<file path="config.mk">
export PLATFORM = sky130hd
export DESIGN_NAME = nibble_swap_arbiter
export DESIGN_NICKNAME = d
export VERILOG_FILES = /design/src/rtl/nibble_swap_arbiter.sv
export SDC_FILE = /design/constraint.sdc
export NUM_CORES = 1
export LEC_CHECK = 0
export ABC_AREA = 1
export ABC_CLOCK_PERIOD_IN_PS = 3540
export BUFFER_PORTS_ARGS = -buffer_cell sky130_fd_sc_hd__buf_4
export CAP_MARGIN = 20
export CORE_MARGIN = 3
export CORE_UTILIZATION = 35
export CTS_BUF_LIST = sky130_fd_sc_hd__clkbuf_4
export DETAILED_ROUTE_END_ITERATION = 8
export GPL_TIMING_DRIVEN = 0
export PLACE_DENSITY = 0.65
export SYNTH_ARGS = -nofsm -noshare
export SYNTH_HDL_FRONTEND = slang
export SYNTH_SLANG_ARGS = --single-unit
</file>
<file path="constraint.sdc">
create_clock -name clk -period 3.54 [get_ports clk]
set_input_delay 0.177 -clock clk [delete_from_list [all_inputs] [get_ports clk]]
set_output_delay 0.177 -clock clk [all_outputs]
set_load 0.05 [all_outputs]
</file>
<file path="src/rtl/nibble_swap_arbiter.sv">
`default_nettype none
// ============================================================================
// Module      : nibble_swap_arbiter
// Description : Round-robin arbiter sharing one registered nibble-swap
//               datapath among NUM_REQ byte requesters. The winning byte is
//               nibble-swapped (or passed through) into a single-entry output
//               register tagged with the requester id, with valid/ready
//               backpressure on the output side.
//               Optional feature macro: SWAP_ARB_STATS_EN adds per-requester
//               16-bit saturating grant counters with a select/clear read port.
// Revision    : 1.0 - initial release
// ============================================================================
module nibble_swap_arbiter #(
  parameter int NUM_REQ = 4,
  parameter int ID_W    = 2
) (
  input  logic                 clk,
  input  logic                 reset,
  input  logic [NUM_REQ-1:0]   req,
  input  logic [8*NUM_REQ-1:0] req_data,
  input  logic [NUM_REQ-1:0]   req_swap,
  output logic [NUM_REQ-1:0]   gnt,
  output logic                 out_valid,
  output logic [7:0]           out_data,
  output logic [ID_W-1:0]      out_id,
  input  logic                 out_ready
`ifdef SWAP_ARB_STATS_EN
  ,
  input  logic [ID_W-1:0]      cnt_sel,
  input  logic                 cnt_clr,
  output logic [15:0]          cnt_val
`endif
);

  // Output register occupancy: EMPTY means out_valid low, FULL means a
  // result is waiting for the consumer.
  typedef enum logic [0:0] {
    EMPTY = 1'b0,
    FULL  = 1'b1
  } state_t;

  state_t            state_q, state_d;
  logic [ID_W-1:0]   rr_ptr_q, rr_ptr_d;
  logic [7:0]        data_q, data_d;
  logic [ID_W-1:0]   id_q, id_d;

  logic              can_accept;
  logic              found;
  logic [ID_W-1:0]   winner;
  logic              grant_any;
  logic [7:0]        win_byte;
  logic              win_swap;
  logic [31:0]       scan_idx;

  // A new result may enter when the register is empty or is being drained
  // in this same cycle.
  assign can_accept = (state_q == EMPTY) || out_ready;

  // Rotating priority search: start at rr_ptr and walk upward modulo NUM_REQ,
  // the first active request wins.
  always_comb begin
    found    = 1'b0;
    winner   = '0;
    scan_idx = '0;
    for (int i = 0; i < NUM_REQ; i++) begin
      scan_idx = 32'(rr_ptr_q) + 32'(i);
      if (scan_idx >= 32'(NUM_REQ)) begin
        scan_idx = scan_idx - 32'(NUM_REQ);
      end
      if (!found && req[scan_idx[ID_W-1:0]]) begin
        found  = 1'b1;
        winner = scan_idx[ID_W-1:0];
      end
    end
  end

  // A grant only happens when there is room; reset forces it off so nothing
  // is advertised to the requesters while the block is being cleared.
  assign grant_any = found && can_accept && !reset;

  // One-hot grant vector decoded from the winning index.
  always_comb begin
    gnt = '0;
    for (int i = 0; i < NUM_REQ; i++) begin
      gnt[i] = grant_any && (32'(winner) == 32'(i));
    end
  end

  // Winner's byte and swap flag, then the nibble exchange itself.
  assign win_byte = req_data[{winner, 3'b000} +: 8];
  assign win_swap = req_swap[winner];

  // Next-state and next-register values; everything holds by default.
  always_comb begin
    state_d  = state_q;
    rr_ptr_d = rr_ptr_q;
    data_d   = data_q;
    id_d     = id_q;
    if (grant_any) begin
      state_d = FULL;
      data_d  = win_swap ? {win_byte[3:0], win_byte[7:4]} : win_byte;
      id_d    = winner;
      if (32'(winner) == 32'(NUM_REQ - 1)) begin
        rr_ptr_d = '0;
      end else begin
        rr_ptr_d = winner + 1'b1;
      end
    end else if ((state_q == FULL) && out_ready) begin
      state_d = EMPTY;
    end
  end

  // State, pointer and output register; reset discards any held result.
  always_ff @(posedge clk or posedge reset) begin
    if (reset) begin
      state_q  <= EMPTY;
      rr_ptr_q <= '0;
      data_q   <= 8'h00;
      id_q     <= '0;
    end else begin
      state_q  <= state_d;
      rr_ptr_q <= rr_ptr_d;
      data_q   <= data_d;
      id_q     <= id_d;
    end
  end

  assign out_valid = (state_q == FULL);
  assign out_data  = data_q;
  assign out_id    = id_q;

`ifdef SWAP_ARB_STATS_EN
  logic [15:0] cnt_q [NUM_REQ];
  logic [15:0] cnt_d [NUM_REQ];

  // Per-requester saturating grant counters; a clear wins over an increment.
  always_comb begin
    for (int i = 0; i < NUM_REQ; i++) begin
      cnt_d[i] = cnt_q[i];
      if (cnt_clr) begin
        cnt_d[i] = 16'h0000;
      end else if (gnt[i] && (cnt_q[i] != 16'hFFFF)) begin
        cnt_d[i] = cnt_q[i] + 16'h0001;
      end
    end
  end

  // Counter storage.
  always_ff @(posedge clk or posedge reset) begin
    if (reset) begin
      for (int i = 0; i < NUM_REQ; i++) begin
        cnt_q[i] <= 16'h0000;
      end
    end else begin
      for (int i = 0; i < NUM_REQ; i++) begin
        cnt_q[i] <= cnt_d[i];
      end
    end
  end

  // Combinational read of the selected counter; unused select codes read 0.
  always_comb begin
    cnt_val = 16'h0000;
    for (int i = 0; i < NUM_REQ; i++) begin
      if (32'(cnt_sel) == 32'(i)) begin
        cnt_val = cnt_q[i];
      end
    end
  end
`endif

endmodule
`default_nettype wire

</file>
### After elaboration in Yosys (flattened, before gate mapping)

Cells that the tools add are included.

| word-level totals | value |
|---|---|
| bits in registers | 13 |
| input bits | 43 |
| output and inout bits | 15 |
| logic and storage cells | 69 |

| operators by class | value |
|---|---|
| add/sub/neg operators | 8 |
| magnitude comparators | 9 |
| equality and inequality tests | 3 |
| shift operators | 1 |
| muxes and demuxes | 26 |
| bitwise logic cells | 1 |
| reductions and logical operators | 17 |

Operators by type and width:

| operator | number |
|---|---|
| $shiftx A32 B6 Y8 | 1 |
| $mux W2 | 9 |
| $lt A2 B3 Y1 const B | 5 |
| $mux W1 | 11 |
| $bmux W1 S2 | 5 |
| $logic_and A1 B1 Y1 | 10 |
| $ge A3 B3 Y1 const B | 3 |
| $mux W8 | 1 |
| $sub A2 B1 Y2 const B | 4 |
| $add A2 B2 Y3 const B | 2 |
| $eq A2 B2 Y1 const B | 2 |
| $logic_not A1 Y1 | 4 |
| $add A2 B1 Y3 const B | 1 |
| $ge A2 B3 Y1 const B | 1 |
| $add A2 B1 Y2 const B | 1 |
| $eq A2 B1 Y1 const B | 1 |
| $logic_not A2 Y1 | 1 |
| $reduce_bool A2 Y1 | 1 |
| $logic_or A1 B1 Y1 | 1 |
| $not A1 Y1 | 1 |

### Depth between registers and ports, before layout

| logic depth | value |
|---|---|
| depth in word-level cells | 17 |
| gate-level depth with buffers | 18 |
| gate-level depth less buffers | 16 |

### Worst setup path after synthesis

OpenSTA, ideal clock, no wires.

| timing path | value |
|---|---|
| path type | flip-flop to output port |
| from | register rr_ptr_q[0] |
| to | output gnt[1] |
| arrival | 2.162 ns |
| slack | 1.201 ns |
| cell stages (with the launch flop) | 13 |
| buffers on the path | 2 |
| cell sequence | dfrtp_1 -> buf_4 -> nand2_1 -> nand3_2 -> nand2_2 -> inv_2 -> nand3_1 -> nand3_2 -> buf_6 -> inv_1 -> ha_1 -> inv_1 -> nor2_1 |

| on the way | value |
|---|---|
| elaborated cells between the ends (all ways) | 41 |

RTL lines:

| item | RTL line | RTL |
|---|---|---|
| start, declared | 43 | `logic [ID_W-1:0] rr_ptr_q, rr_ptr_d;` |
| start signal, assigned | 122 | `rr_ptr_q <= rr_ptr_d;` |
| parallel branches: the longest is 13 deep, another holds $add A2 B1 Y3 | - |  |
| $mux W2 (*) | 70 | `if (!found && req[scan_idx[ID_W-1:0]]) begin` |
| named net winner[0] | 49 | `logic [ID_W-1:0] winner;` |
| $eq A2 B1 Y1 (*) | 85 | `gnt[i] = grant_any && (32'(winner) == 32'(i));` |
| $logic_and A1 B1 Y1 (*) | 85 |  |
| end, declared | 22 | `output logic [NUM_REQ-1:0] gnt,` |

Mark *: on every way through the listed nets, which the timed path passes. The select of a mux whose other input is x is not followed.

### Worst setup path after layout

| timing path | value |
|---|---|
| from | register rr_ptr_q[1] |
| to | output gnt[1] |

| on the way | value |
|---|---|
| longest elaborated chain between the ends | 17 |
| elaborated cells between the ends (all ways) | 41 |

Ends and longest elaborated chain:

| item | RTL line |
|---|---|
| parallel branches: the longest is 16 deep, another holds $add A2 B1 Y3 | - |
| $logic_and A1 B1 Y1 (*) | 85 |

Mark *: on every way between the ends. The select of a mux whose other input is x is not followed.

==> impl_metrics.py <==
metrics = {
    "critical_path": {
        "worstRegToRegCells": 13,
        "required_ns": 3.36,
        "worst-path-buf-inv": 4,
        "path_class": "reg2out",
        "worst_setup_path_start_kind": "flop",
        "r2r_start": "rr_ptr_q[0]",
        "crit_arrival_ns": 2.28,
        "crit_path_max_fanout": 11,
        "crit_top_cell": "nand2_2",
        "cp-end-kind": "output pin",
        "rrSetupSlack_ns": 1.48,
        "path_delay_family": "simple AND/OR/NAND/NOR gates",
        "cp_slowest_stage_delay_ns": 0.45,
        "worstReg2RegEnd": "rr_ptr_q[1]",
        "critPathSlowestCell": "dfrtp_1",
        "path_cells": "inv_2 > nand2_2 > nand2_2 > nand2_2 > nand2_4 > nor2_8 > nand3_1 > nand3_1 > nand2_2 > buf_2 > ha_1 > inv_1 > nor2_1 > buf_4",
    },
    "sta": {
        "fmax_mhz": 406.8,
        "final_hold_viol_count": 0,
        "layout_setup_ws_ns": 1.082,
        "fin_worst_skew_ns": 0.004392,
        "setup_violations": 0,
        "drv_slew": 0,
        "min_period_ns": 2.458,
        "relSlewSlack_pct": 64.75,
        "tns_ns": 0,
        "rsz0062_at_grt": "no",
        "finalCritPeriodShare_pct": 69.44,
        "tightest_slew_ns": 0.5282,
    },
    "place": {
        "portBuffers": 57,
        "place_congestion": 0.8539,
        "dp_hpwl_um": 3101,
        "dp_slack_ns": 1.356,
    },
    "global_route": {
        "grt_pass1_vias": 1470,
        "top_usage_layer": "met2",
        "antenna_found_initial": 0,
        "grtUsageTotal_pct": 15.95,
        "grt_max_degree": 15,
        "grt_pass1_wl_um": 6534,
        "gr-usage-met3_pct": 3.768,
        "grtUsageMet2_pct": 26.91,
        "grt.overflow.total": 0,
        "grt_use_met1_pct": 21.67,
    },
    "clocking": {
        "postCtsSetupRepairBufs": 0,
        "clockRootBuffer": "clkbuf_4",
        "cts_buffers": 3,
        "clk_pin_slew_worst_paths_ns": 0.08,
        "clk_latency_ns": 0.27,
        "h-tree-depth": 1,
        "cts_hold_buf": 1,
        "clkSinkCount": 13,
        "cts_repair_resize_count": 0,
        "clockBufferDepth": 2,
        "cts_tree": "built",
    },
    "finish": {
        "fill_cells": 413,
        "multi_input_area_um2": 909.6,
        "nets": 344,
        "num_antenna_cells": 0,
        "ff_latch_area_um2": 325.3,
        "area_growth_pct": 36.97,
        "drive_above_1_share_pct": 33.11,
    },
    "drt": {
        "avgViaCountPerCell": 4.730,
        "ant_nets": 0,
        "wl_per_cell_um": 11.37,
        "drt_iter0_drc": 66,
        "drc": 0,
        "vias": 1627,
        "drt-total-wl_um": 3912,
        "dr.pass1.iters": 4,
    },
    "min_path": {
        "hold_path.class": "in2reg",
        "hold_depth": 4,
        "hold_path_end": "out_valid",
        "hp-start": "out_ready",
    },
    "floorplanning": {
        "row_count": 22,
        "num_io_pins": 58,
        "start_util_pct": 37.42,
        "core_um2": 3799,
        "die_h_um": 69.73,
        "die_w_um": 69.73,
        "dieArea_um2": 4862,
    },
    "logic_synthesis": {
        "synth_area_um2": 1421,
        "synth_area_per_cell_um2": 6.074,
        "synth_most_common_cell": "nand2_1",
        "synth_area_leaders": "nand2_1, dfrtp_1, nand3_1, buf_6, inv_1",
        "ys.flop_type": "dfrtp_1",
        "synth_cell_types": 18,
        "synth_top_area_share_pct": 26.41,
        "synth_common_cells": "nand2_1, nand3_1, inv_1, dfrtp_1, nand2_2",
        "synthCells": 234,
        "synth_edf_count": 0,
        "synth_warnings": 0,
        "ys_seq_elements": 13,
        "yosys.area.top_type": "nand2_1",
        "synth_nets": 281,
        "ys_seq_area_share_pct": 22.89,
        "synthArstFlopShare_pct": 100.0,
    },
    "run": {
        "drv_cap": 0,
    },
    "status": {
        "status": "complete, no violations",
    },
}
layout by cell type, fill, tap and decap left out:
master           n
nand4_2          1
inv_1           17
dlygate4sd3_1    1
nand2_1        100
nand2_4          2
nor2_8           1
nand3_2          4
buf_6            6
o21ai_1          3
inv_2            6
nand3_4          1
nand3_1         52
ha_1             4
dfrtp_1         13
nor2_1           5
o21ai_0          3
buf_4           58
buf_2            5
clkbuf_4         3
clkinv_2         1
nand2_2         10
how the worst max path moves through the flow:
| stage | startpoint | end | slack [ns] | cells after the start |
|---|---|---|---|---|
| 5_1_grt | rr_ptr_q[0] | gnt[1] | 0.78 | 15 |
| 6_report | rr_ptr_q[1] | gnt[1] | 1.08 | 14 |
| 4_1_cts | rr_ptr_q[1] | gnt[1] | 1.03 | 14 |
| 3_5_place_dp | rr_ptr_q[0] | gnt[1] | 1.36 | 13 |
| 3_3_place_gp | rr_ptr_q[0] | gnt[1] | 1.38 | 13 |
| 2_1_floorplan | rr_ptr_q[0] | gnt[1] | 1.20 | 12 |
flip-flops by register name (all words and copies together), names as in the netlist:
| register | cells |
|---|---|
| out_data | 8 |
| rr_ptr_q | 2 |
| out_id | 2 |
| out_valid | 1 |
area by class of cell:
cell class	instances	share of cell area, %
plain buffers	12	5.141
clock buffers	3	1.157
clock inverters	1	0.2571
inverters	23	4.434
multi-input cells	186	46.72
flip-flops and latches	13	16.71
well taps	48	3.085
repair buffers	58	22.49
kinds of logic (layout without fill, tap and decap cells):
| group | Yosys count | in the layout | share of synthesized area [%] |
|---|---|---|---|
| adder cells (fa/ha/maj) | 4 | 4 | 3.521 |
| AO/OA/AOI/OAI | 6 | 6 | 2.112 |
| AND/OR/NAND/NOR | 176 | 176 | 58.36 |
| flip-flops | 13 | 13 | 22.89 |
| buffers and inverters | 35 | 97 | 13.12 |
stage by stage:
step                instance area, um2  instances  util, %  hold slack (ns)
CTS                               1947        344    51.25           0.1736
floorplan                         1421        234        -          0.06948
finish                            1947        344    51.25           0.1766
global placement                  1909        339    50.26           0.2491
global route                      1947        344    51.25           0.1922
detailed placement                1909        339    50.26           0.2550
worst min-delay path, stage by stage:
cell	delay (ns)
buf_4	0.08
nor2_1	0.03
inv_1	0.07
nand2_1	0.06
layer usage:
layer  wire (um)  vias up
met2        1812       50
met1        1782      712
met3         307        2
met4          10        0
met5           0        -
li1            -      863
Power is left out: the tool's default activity adds up to more than one toggle a clock period on the data nets, which glitch-free logic cannot reach.
